## src/rtl/costas_phase_estimator_pkg.sv

```systemverilog
// Costas loop phase estimator: shared types and widths.
// State encoding and fixed-point formats used across the block.
package costas_pkg;

    localparam int PHASE_W = 32;
    localparam int Q_FRAC  = 30;
    localparam int DATA_W  = 16;

    typedef enum logic [1:0] {
        ST_ACCUM,
        ST_DETECT,
        ST_FILTER,
        ST_UPDATE
    } state_t;

endpackage

```

## src/rtl/costas_phase_estimator_if.sv

```systemverilog
// Costas loop phase estimator: sample in / phase out bundle.
// Master drives samples and carrier, slave returns the estimate.
interface costas_phase_estimator_if;
    import costas_pkg::*;

    logic                      in_valid;
    logic                      in_ready;
    logic signed [DATA_W-1:0]  rx_sample;
    logic signed [PHASE_W-1:0] cos_in;
    logic signed [PHASE_W-1:0] sin_in;
    logic signed [PHASE_W-1:0] phi_est;
    logic                      phi_valid;
    logic signed [PHASE_W-1:0] err_out;

    modport master (
        output in_valid,
        output rx_sample,
        output cos_in,
        output sin_in,
        input  in_ready,
        input  phi_est,
        input  phi_valid,
        input  err_out
    );

    modport slave (
        input  in_valid,
        input  rx_sample,
        input  cos_in,
        input  sin_in,
        output in_ready,
        output phi_est,
        output phi_valid,
        output err_out
    );

endinterface

```

## src/rtl/costas_phase_estimator_iq_mixer.sv

```systemverilog
// Costas loop phase estimator: I/Q down-mixer.
// Q2.30 carrier times sample, rescaled back to sample units.
module iq_mixer
    import costas_pkg::*;
(
    input  logic signed [DATA_W-1:0]  rx_sample,
    input  logic signed [PHASE_W-1:0] cos_in,
    input  logic signed [PHASE_W-1:0] sin_in,
    output logic signed [PHASE_W-1:0] i_prod,
    output logic signed [PHASE_W-1:0] q_prod
);

    localparam int PROD_W = DATA_W + PHASE_W;

    logic signed [PROD_W-1:0] i_full;
    logic signed [PROD_W-1:0] q_full;

    assign i_full = rx_sample * cos_in;
    assign q_full = rx_sample * sin_in;

    // Shifted products span 18 bits, so the 32-bit truncation is exact.
    assign i_prod = PHASE_W'(i_full >>> Q_FRAC);
    assign q_prod = -PHASE_W'(q_full >>> Q_FRAC);

endmodule

```

## src/rtl/costas_phase_estimator.sv

```systemverilog
// Costas loop phase estimator: integrate-and-dump, detector, PI filter.
// One phase update per DUMP_LEN accepted samples.
module costas_phase_estimator
    import costas_pkg::*;
#(
    parameter int DUMP_LEN  = 16,
    parameter int KP_SHIFT  = 4,
    parameter int KI_SHIFT  = 8,
    parameter int INTEG_LIM = 32767
) (
    input  logic                     clk,
    input  logic                     reset,
    costas_phase_estimator_if.slave  bus
);

    localparam int CW = (DUMP_LEN > 1) ? $clog2(DUMP_LEN) : 1;
    localparam int SW = PHASE_W + 2;
    localparam logic [CW-1:0] LAST = CW'(DUMP_LEN - 1);
    localparam logic signed [SW-1:0] LIM_HI = SW'(INTEG_LIM);
    localparam logic signed [SW-1:0] LIM_LO = -SW'(INTEG_LIM);

    state_t                    state;
    logic [CW-1:0]             count;
    logic signed [PHASE_W-1:0] i_acc;
    logic signed [PHASE_W-1:0] q_acc;
    logic signed [PHASE_W-1:0] integ;
    logic signed [PHASE_W-1:0] phi_est;
    logic signed [PHASE_W-1:0] err_out;
    logic                      phi_valid;

    logic signed [PHASE_W-1:0] i_prod;
    logic signed [PHASE_W-1:0] q_prod;
    logic signed [PHASE_W-1:0] err_c;
    logic signed [SW-1:0]      integ_sum;
    logic signed [PHASE_W-1:0] integ_sat;
    logic                      accept;

    iq_mixer u_mixer (
        .rx_sample (bus.rx_sample),
        .cos_in    (bus.cos_in),
        .sin_in    (bus.sin_in),
        .i_prod    (i_prod),
        .q_prod    (q_prod)
    );

    assign bus.in_ready  = (state == ST_ACCUM);
    assign bus.phi_est   = phi_est;
    assign bus.phi_valid = phi_valid;
    assign bus.err_out   = err_out;

    assign accept = bus.in_valid && (state == ST_ACCUM);

    // Detector and saturating integrator input, evaluated from registers.
    always_comb begin
        err_c     = i_acc[PHASE_W-1] ? -q_acc : q_acc;
        integ_sum = SW'(integ) + SW'(err_out >>> KI_SHIFT);
        integ_sat = integ_sum[PHASE_W-1:0];
        if (integ_sum > LIM_HI) begin
            integ_sat = LIM_HI[PHASE_W-1:0];
        end else if (integ_sum < LIM_LO) begin
            integ_sat = LIM_LO[PHASE_W-1:0];
        end
    end

    // Frame FSM: accumulate, detect, filter, then update the phase.
    always_ff @(posedge clk) begin
        if (reset) begin
            state     <= ST_ACCUM;
            count     <= '0;
            i_acc     <= '0;
            q_acc     <= '0;
            integ     <= '0;
            phi_est   <= '0;
            err_out   <= '0;
            phi_valid <= 1'b0;
        end else begin
            phi_valid <= 1'b0;
            unique case (state)
                ST_ACCUM: begin
                    if (accept) begin
                        i_acc <= i_acc + i_prod;
                        q_acc <= q_acc + q_prod;
                        if (count == LAST) begin
                            count <= '0;
                            state <= ST_DETECT;
                        end else begin
                            count <= count + 1'b1;
                        end
                    end
                end
                ST_DETECT: begin
                    err_out <= err_c;
                    state   <= ST_FILTER;
                end
                ST_FILTER: begin
                    integ <= integ_sat;
                    state <= ST_UPDATE;
                end
                ST_UPDATE: begin
                    phi_est   <= phi_est + integ + (err_out >>> KP_SHIFT);
                    phi_valid <= 1'b1;
                    i_acc     <= '0;
                    q_acc     <= '0;
                    state     <= ST_ACCUM;
                end
                default: state <= ST_ACCUM;
            endcase
        end
    end

endmodule

```

## src/flat_wrapper.sv

```systemverilog
// flat-port wrapper written by rule: the top's interface ports become plain ports
module costas_phase_estimator_flat import costas_pkg::*;
#(
    parameter int DUMP_LEN  = 16,
    parameter int KP_SHIFT  = 4,
    parameter int KI_SHIFT  = 8,
    parameter int INTEG_LIM = 32767
)
  (clk, reset, bus_in_valid, bus_rx_sample, bus_cos_in, bus_sin_in, bus_in_ready, bus_phi_est, bus_phi_valid, bus_err_out);
  costas_phase_estimator_if bus_i ();
  input  logic clk;
  input  logic reset;
  input wire logic [$bits(bus_i.in_valid)-1:0] bus_in_valid;
  input wire logic [$bits(bus_i.rx_sample)-1:0] bus_rx_sample;
  input wire logic [$bits(bus_i.cos_in)-1:0] bus_cos_in;
  input wire logic [$bits(bus_i.sin_in)-1:0] bus_sin_in;
  output wire logic [$bits(bus_i.in_ready)-1:0] bus_in_ready;
  output wire logic [$bits(bus_i.phi_est)-1:0] bus_phi_est;
  output wire logic [$bits(bus_i.phi_valid)-1:0] bus_phi_valid;
  output wire logic [$bits(bus_i.err_out)-1:0] bus_err_out;
  assign bus_i.in_valid = bus_in_valid;
  assign bus_i.rx_sample = bus_rx_sample;
  assign bus_i.cos_in = bus_cos_in;
  assign bus_i.sin_in = bus_sin_in;
  assign bus_in_ready = bus_i.in_ready;
  assign bus_phi_est = bus_i.phi_est;
  assign bus_phi_valid = bus_i.phi_valid;
  assign bus_err_out = bus_i.err_out;
  costas_phase_estimator #(.DUMP_LEN(DUMP_LEN), .KP_SHIFT(KP_SHIFT), .KI_SHIFT(KI_SHIFT), .INTEG_LIM(INTEG_LIM)) u_core (.clk(clk), .reset(reset), .bus(bus_i));
endmodule
```

## config.mk

```make
export PLATFORM = sky130hd
export DESIGN_NAME = costas_phase_estimator_flat
export DESIGN_NICKNAME = d
export VERILOG_FILES = /design/src/rtl/costas_phase_estimator_pkg.sv /design/src/rtl/costas_phase_estimator_if.sv /design/src/rtl/costas_phase_estimator_iq_mixer.sv /design/src/rtl/costas_phase_estimator.sv /design/src/flat_wrapper.sv
export SDC_FILE = /design/constraint.sdc
export NUM_CORES = 2
export LEC_CHECK = 0
export CAP_MARGIN = 10
export CORE_MARGIN = 4
export CORE_UTILIZATION = 59
export DETAILED_ROUTE_END_ITERATION = 7
export PLACE_DENSITY = 0.8
export SYNTH_ARGS = -nofsm -noshare
export SYNTH_HDL_FRONTEND = slang
export SYNTH_SLANG_ARGS = --single-unit
```

## constraint.sdc

```tcl
create_clock -name clk -period 10.4 [get_ports clk]
set_input_delay 1.56 -clock clk [delete_from_list [all_inputs] [get_ports clk]]
set_output_delay 1.56 -clock clk [all_outputs]
set_load 0.01 [all_outputs]
```

Word level (Yosys, flattened, before mapping)
Index checks and enable logic that the tools add are counted.
Widths: inputs -> output; s select.
{ "totals": {"romBits": 0, "word_cells": 44, "latchBits": 0, "mem_count": 0, "ram_bits": 0, "ff_bits": 167, "output_inout_bits": 66} }
{ "classes": {"reduce_logical": 6, "bitwise_logic": 0, "n_eq_ne": 6, "n_shift": 0, "n_addsub": 8, "order_cmp": 2, "muxes": 12, "div": 0, "n_mul": 2} }
{ "ops": {"columns": ["operator", "n"], "rows": [
  ["$mux 32", 5],
  ["$pmux 32 s2", 2],
  ["$mul 16x32->48", 2],
  ["$add 32x32->32", 2],
  ["$gt 34x16->1 const B", 1],
  ["$lt 34x16->1 const B", 1],
  ["$add 32x24->33", 1],
  ["$add 32x18->32", 1],
  ["$add 32x28->32", 1],
  ["$neg 18->32", 1],
  ["$neg 32->32", 1],
  ["$pmux 2 s4", 1],
  ["$reduce_and 2->1", 3],
  ["$add 4x1->4 const B", 1],
  ["$eq 2x2->1 const B", 2],
  ["$eq 4x4->1 const B", 1],
  ["$mux 2", 2],
  ["$mux 4", 1],
  ["$ne 2x1->1 const B", 2],
  ["$eq 2x1->1 const B", 1],
  ["$logic_not 2->1", 1],
  ["$reduce_bool 2->1", 1],
  ["$logic_and 1x1->1", 1],
  ["$mux 1", 1]
]} }

Depth between registers and ports, before layout
{ "depth": {"ltp_word": 5, "depth_mapped": 40, "mapped_depth_nobuf": 38} }

Modules after synthesis
Synthesis repeated with hierarchy kept, for this count alone.
{ "unflattened": {"cells_unflattened": 5576, "hier_area_um2": 48431.4} }
{ "modules_own_cells": {"columns": ["module", "cells_each", "area_per_inst_um2", "seq_area_each_um2", "instances"], "rows": [
  ["iq_mixer", 3960, 35017.3, 0.0, 1],
  ["costas_phase_estimator", 1616, 13414.1, 3343.2, 1]
]} }

Worst setup path before layout
Ideal clock, no wire load.
{ "synth_path": {"path_kind": "input-to-reg", "from": "input bus_rx_sample[1]", "to": "register u_core.i_acc[28]", "setup_slack_ps": 221, "setup_time_ps": 131, "cell_stages": 34, "arrival_time_ps": 10048, "path_cell_list": "clkbuf_1 > clkbuf_1 > nand2_1 > fa_1 > inv_1 > fa_1 > inv_1 > fa_1 > inv_1 > fa_1 > fa_1 > inv_1 > fa_1 > inv_1 > ha_1 > a21o_1 > a21oi_1 > nor2_1 > a211o_1 > o311a_1 > o21a_1 > o21ai_0 > a31oi_1 > xnor2_1 > ha_1 > a21o_1 > nor3_1 > nor3b_1 > o221ai_1 > o41a_1 > a31o_2 > a21oi_1 > xor2_1 > o21ai_0"} }
{ "synth_via": {"elab_chain_cells": 4} }
{ "synth_lines": {"columns": ["item", "line", "rtl"], "rows": [
  ["start, declared", "flat_wrapper.sv:14", "input wire logic [$bits(bus_i.rx_sample)-1:0] bus_rx_sample;"],
  ["$mul 16x32->48", "costas_phase_estimator_iq_mixer.sv:18", "assign i_full = rx_sample * cos_in;"],
  ["$add 32x18->32", "costas_phase_estimator.sv:81", "i_acc <= i_acc + i_prod;"],
  ["$mux 32", "costas_phase_estimator.sv:80", "if (accept) begin"],
  ["$pmux 32 s2", "costas_phase_estimator.sv:78", "unique case (state)"],
  ["end signal, assigned", "costas_phase_estimator.sv:81", null],
  ["end, declared", "costas_phase_estimator.sv:24", "logic signed [PHASE_W-1:0] i_acc;"]
]} }
No other way between the ends. The select of a mux whose other input is x is not followed.
A chain may end at the register's enable or synchronous reset.

Worst setup path in the final report
{ "layout_path": {"from": "input bus_cos_in[19]", "to": "register u_core.i_acc[28]"} }
{ "layout_via": {"elab_chain_cells": 4} }
{ "layout_lines": {"columns": ["item", "line", "rtl"], "rows": [
  ["start, declared", "flat_wrapper.sv:15", "input wire logic [$bits(bus_i.cos_in)-1:0] bus_cos_in;"],
  ["$mul 16x32->48", "costas_phase_estimator_iq_mixer.sv:18", null],
  ["$add 32x18->32", "costas_phase_estimator.sv:81", null],
  ["$mux 32", "costas_phase_estimator.sv:80", null],
  ["$pmux 32 s2", "costas_phase_estimator.sv:78", null]
]} }
No other way between the ends. The select of a mux whose other input is x is not followed.

==> metrics <==
status completed; Skew-Pair Late Insertion Delay 0.45 ns; Max Fanout on Critical Path 10; largest net degree at the start of global routing 83; Final Hold Viols 0; hold endpoint u_core.i_acc[28]; Data arrival, critical path 10.37 ns; Mapped Cells 5382; HPWL Detailed 100000 um; gr ovfl total 0; cell taking the most area after synthesis fa_1; gp weighted congestion 0.950; Reg clk slew, reported paths 0.06 ns; part of the cycle the worst path needs 96.8%; number of synthesized flops with an enable pin 0; Hold Startpoint u_core.i_acc[28]; CP max stage cell fa_1; first-pass GRT wire length 203000 um; CTS root buf clkbuf_16; fin util 67.4%; met2 WL 61400 um; Max stage delay on crit path 0.57 ns; worst hold-check path type register to register; clock sink count 167; Top FF cell, synth dfxtp_1; iteration count of the initial detailed-routing pass 6; r2r worst-path depth 13; die width 290 um; Max Cap Viol 0; final net count 7139; fin. max-slew vios 0; synthesized flop and latch total 167; Hold Path Depth 2; routed vias/inst 5.62; routed wire length 121000 um; Iter 0 DRT Violations 2413; Syn Area/Cell 8.72 um^2; # setup viols final 0; Async SR Flop Fraction 0%; routed vias 38000; Post-DRT Antenna Nets 0; Seq/Total Area, Yosys 7.12%; WP buf/inv 5; syn_nets 6814; delay-heaviest family, CP adder cells; share of the synthesized area in the top cell type 42.9%; sum of routed wire segments on met1 46000 um; top achievable clock speed 99.3 MHz; fill count 6126; Max Root-Sink Buffers 2; port bufs 148; Worst setup SP type input pin; Hold-fix buffers, CTS 0; share of layout cells above drive strength 1 9.48%; I/O Pins 149; wire length per cell 17.9 um; Die ar. 84100 um^2; Worst-Margin Slew 1.22 ns; Worst R2R End u_core.integ[14]; worst path required time 10.70 ns; Worst Setup End Kind register; Area contributors post-synth fa_1, inv_1, ha_1, dfxtp_1, and2_1; Hold Slack 0.455 ns; post-synth cell types 80; CTS Buf Count 17; CTS HTree Levels 4; clk_skew 0.0136 ns; Total GRT Usage 29.2%; top sig layer met5; Initial Utilization 59.5%; Tmin final 10.07 ns; FF-to-FF setup slack 5.63 ns; Yosys warnings 0; Rel. slew slack 18.5%; initial antenna violation count 3; CTS tree yes; met3 WL 7940 um; Die Y 290 um; Area growth, synth to finish 13.2%; kind of critical path input pin to register; synthesized area 46900 um^2; std cell rows 103; worst r2r src u_core.bus.err_out[8]; # DRC 0; number of global-route vias before repair 41100; Core Region 78900 um^2
## metal layers
| layer | vias up | track usage (%) |
|---|---|---|
| met5 | - | 0 |
| met4 | 4 | 12.0 |
| met3 | 417 | 3.89 |
| met2 | 1476 | 51.9 |
| met1 | 19000 | 36.1 |
| li1 | 17100 | - |
## worst max-delay path by stage
stage / cells past startpoint / endpoint / startpoint / slack (ns)
final: 37 / u_core.i_acc[28] / bus_cos_in[19] / 0.33
after global placement: 38 / u_core.i_acc[31] / bus_cos_in[7] / -0.46
after floorplan: 34 / u_core.i_acc[28] / bus_rx_sample[1] / 0.22
after detailed placement: 38 / u_core.i_acc[31] / bus_cos_in[7] / -0.51
after global routing: 32 / u_core.i_acc[28] / bus_cos_in[19] / -0.07
after CTS: 40 / u_core.i_acc[31] / bus_cos_in[8] / 0.07
## synthesized netlist by cell type, drive strengths merged (6+ instances only)
cell	number
a2111oi	8
a211o	12
a211oi	54
a21boi	9
a21o	81
a21oi	150
a221o	12
a22oi	36
a31oi	18
and2	405
and3	12
buf	8
clkbuf	234
dfxtp	167
fa	1005
ha	344
inv	1165
mux2i	25
nand2	672
nand2b	43
nand3	42
nand3b	6
nand4	28
nor2	252
nor2b	24
nor3	43
nor4	15
o2111ai	8
o211ai	15
o21a	54
o21ai	105
o21bai	14
o22ai	11
o31ai	19
or2	17
or3	24
or4	9
xnor2	104
xor2	60
## cell families (layout without fill, tap and decap cells)
kind of cell               count (synthesis)  in the layout  synth area share, %
and+or+nand+nor                         1607           1607                 16.4
buffers and inverters                   1408           1746                 11.3
adders and majority gates               1349           1349                 52.0
AOI/OAI and AO/OA                        661            661                 9.54
DFF                                      167            167                 7.12
xor gates and xnor gates                 164            164                 3.06
muxes                                     26             26                0.557
other                                      0              1                    0
## flip-flops by register name (all words and copies together), names as in the netlist
name,count
u_core.bus.err_out,32
u_core.q_acc,32
u_core.integ,32
u_core.bus.phi_valid,1
u_core.bus.phi_est,32
u_core.state,2
u_core.i_acc,32
u_core.count,4
## placed cells by master, fill, tap and decap left out, drive strengths merged, types with 14 or more instances in the layout
| cell type | Yosys | layout |
|---|---|---|
| o21a | 54 | 54 |
| fa | 1005 | 1005 |
| nand4 | 28 | 28 |
| nand3 | 42 | 42 |
| or3 | 24 | 24 |
| o31ai | 19 | 19 |
| or2 | 17 | 17 |
| nor2b | 24 | 24 |
| mux2i | 25 | 25 |
| a211oi | 54 | 54 |
| o21bai | 14 | 14 |
| o211ai | 15 | 15 |
| nor2 | 252 | 252 |
| xor2 | 60 | 60 |
| o21ai | 105 | 105 |
| clkbuf | 234 | 18 |
| nor3 | 43 | 43 |
| nor4 | 15 | 15 |
| clkdlybuf4s50 | 0 | 104 |
| inv | 1165 | 1177 |
| xnor2 | 104 | 104 |
| buf | 8 | 415 |
| and2 | 405 | 405 |
| dfxtp | 167 | 167 |
| nand2 | 672 | 672 |
| dlymetal6s2s | 0 | 26 |
| nand2b | 43 | 43 |
| a31oi | 18 | 18 |
| a22oi | 36 | 36 |
| a21oi | 150 | 150 |
| a21o | 81 | 81 |
| ha | 344 | 344 |
## tightest hold or removal path: stages, from the launching register on
cell and delay (ns):
dfxtp_1 0.31, nand2_1 0.05, o21ai_1 0.05
## through the flow
stage	instance area (um^2)	TNS [ns]	setup WS, ns	instances
2_1_floorplan	46900	0	0.221	5382
3_3_place_gp	51900	-3.35	-0.465	6715
3_5_place_dp	51900	-5.06	-0.513	6715
4_1_cts	52500	0	0.0665	6748
5_1_grt	53100	-0.178	-0.0671	6770
6_report	53100	0	0.331	6771
## what timing repair did
| item | in CTS | in global routing |
|---|---|---|
| buffers inserted | 1 | 22 |
| pin swaps | 1 | 57 |
| resized for setup | 4 | 111 |
| endpoints found under the setup margin | 3 | 24 |
## cell type report
class | instances | area (um^2) | share of cell area [%]
Multi-Input combinational cell | 3807 | 38600 | 72.7
Timing Repair Buffer | 548 | 4940 | 9.29
Inverter | 1166 | 4380 | 8.24
Sequential cell | 167 | 3340 | 6.29
Tap cell | 1050 | 1310 | 2.47
Clock buffer | 17 | 425 | 0.800
Clock inverter | 15 | 133 | 0.250
Antenna cell | 1 | 2.50 | 0.00471
Power is left out: the tool's default activity adds up to more than one toggle a clock period on the data nets, which glitch-free logic cannot reach.
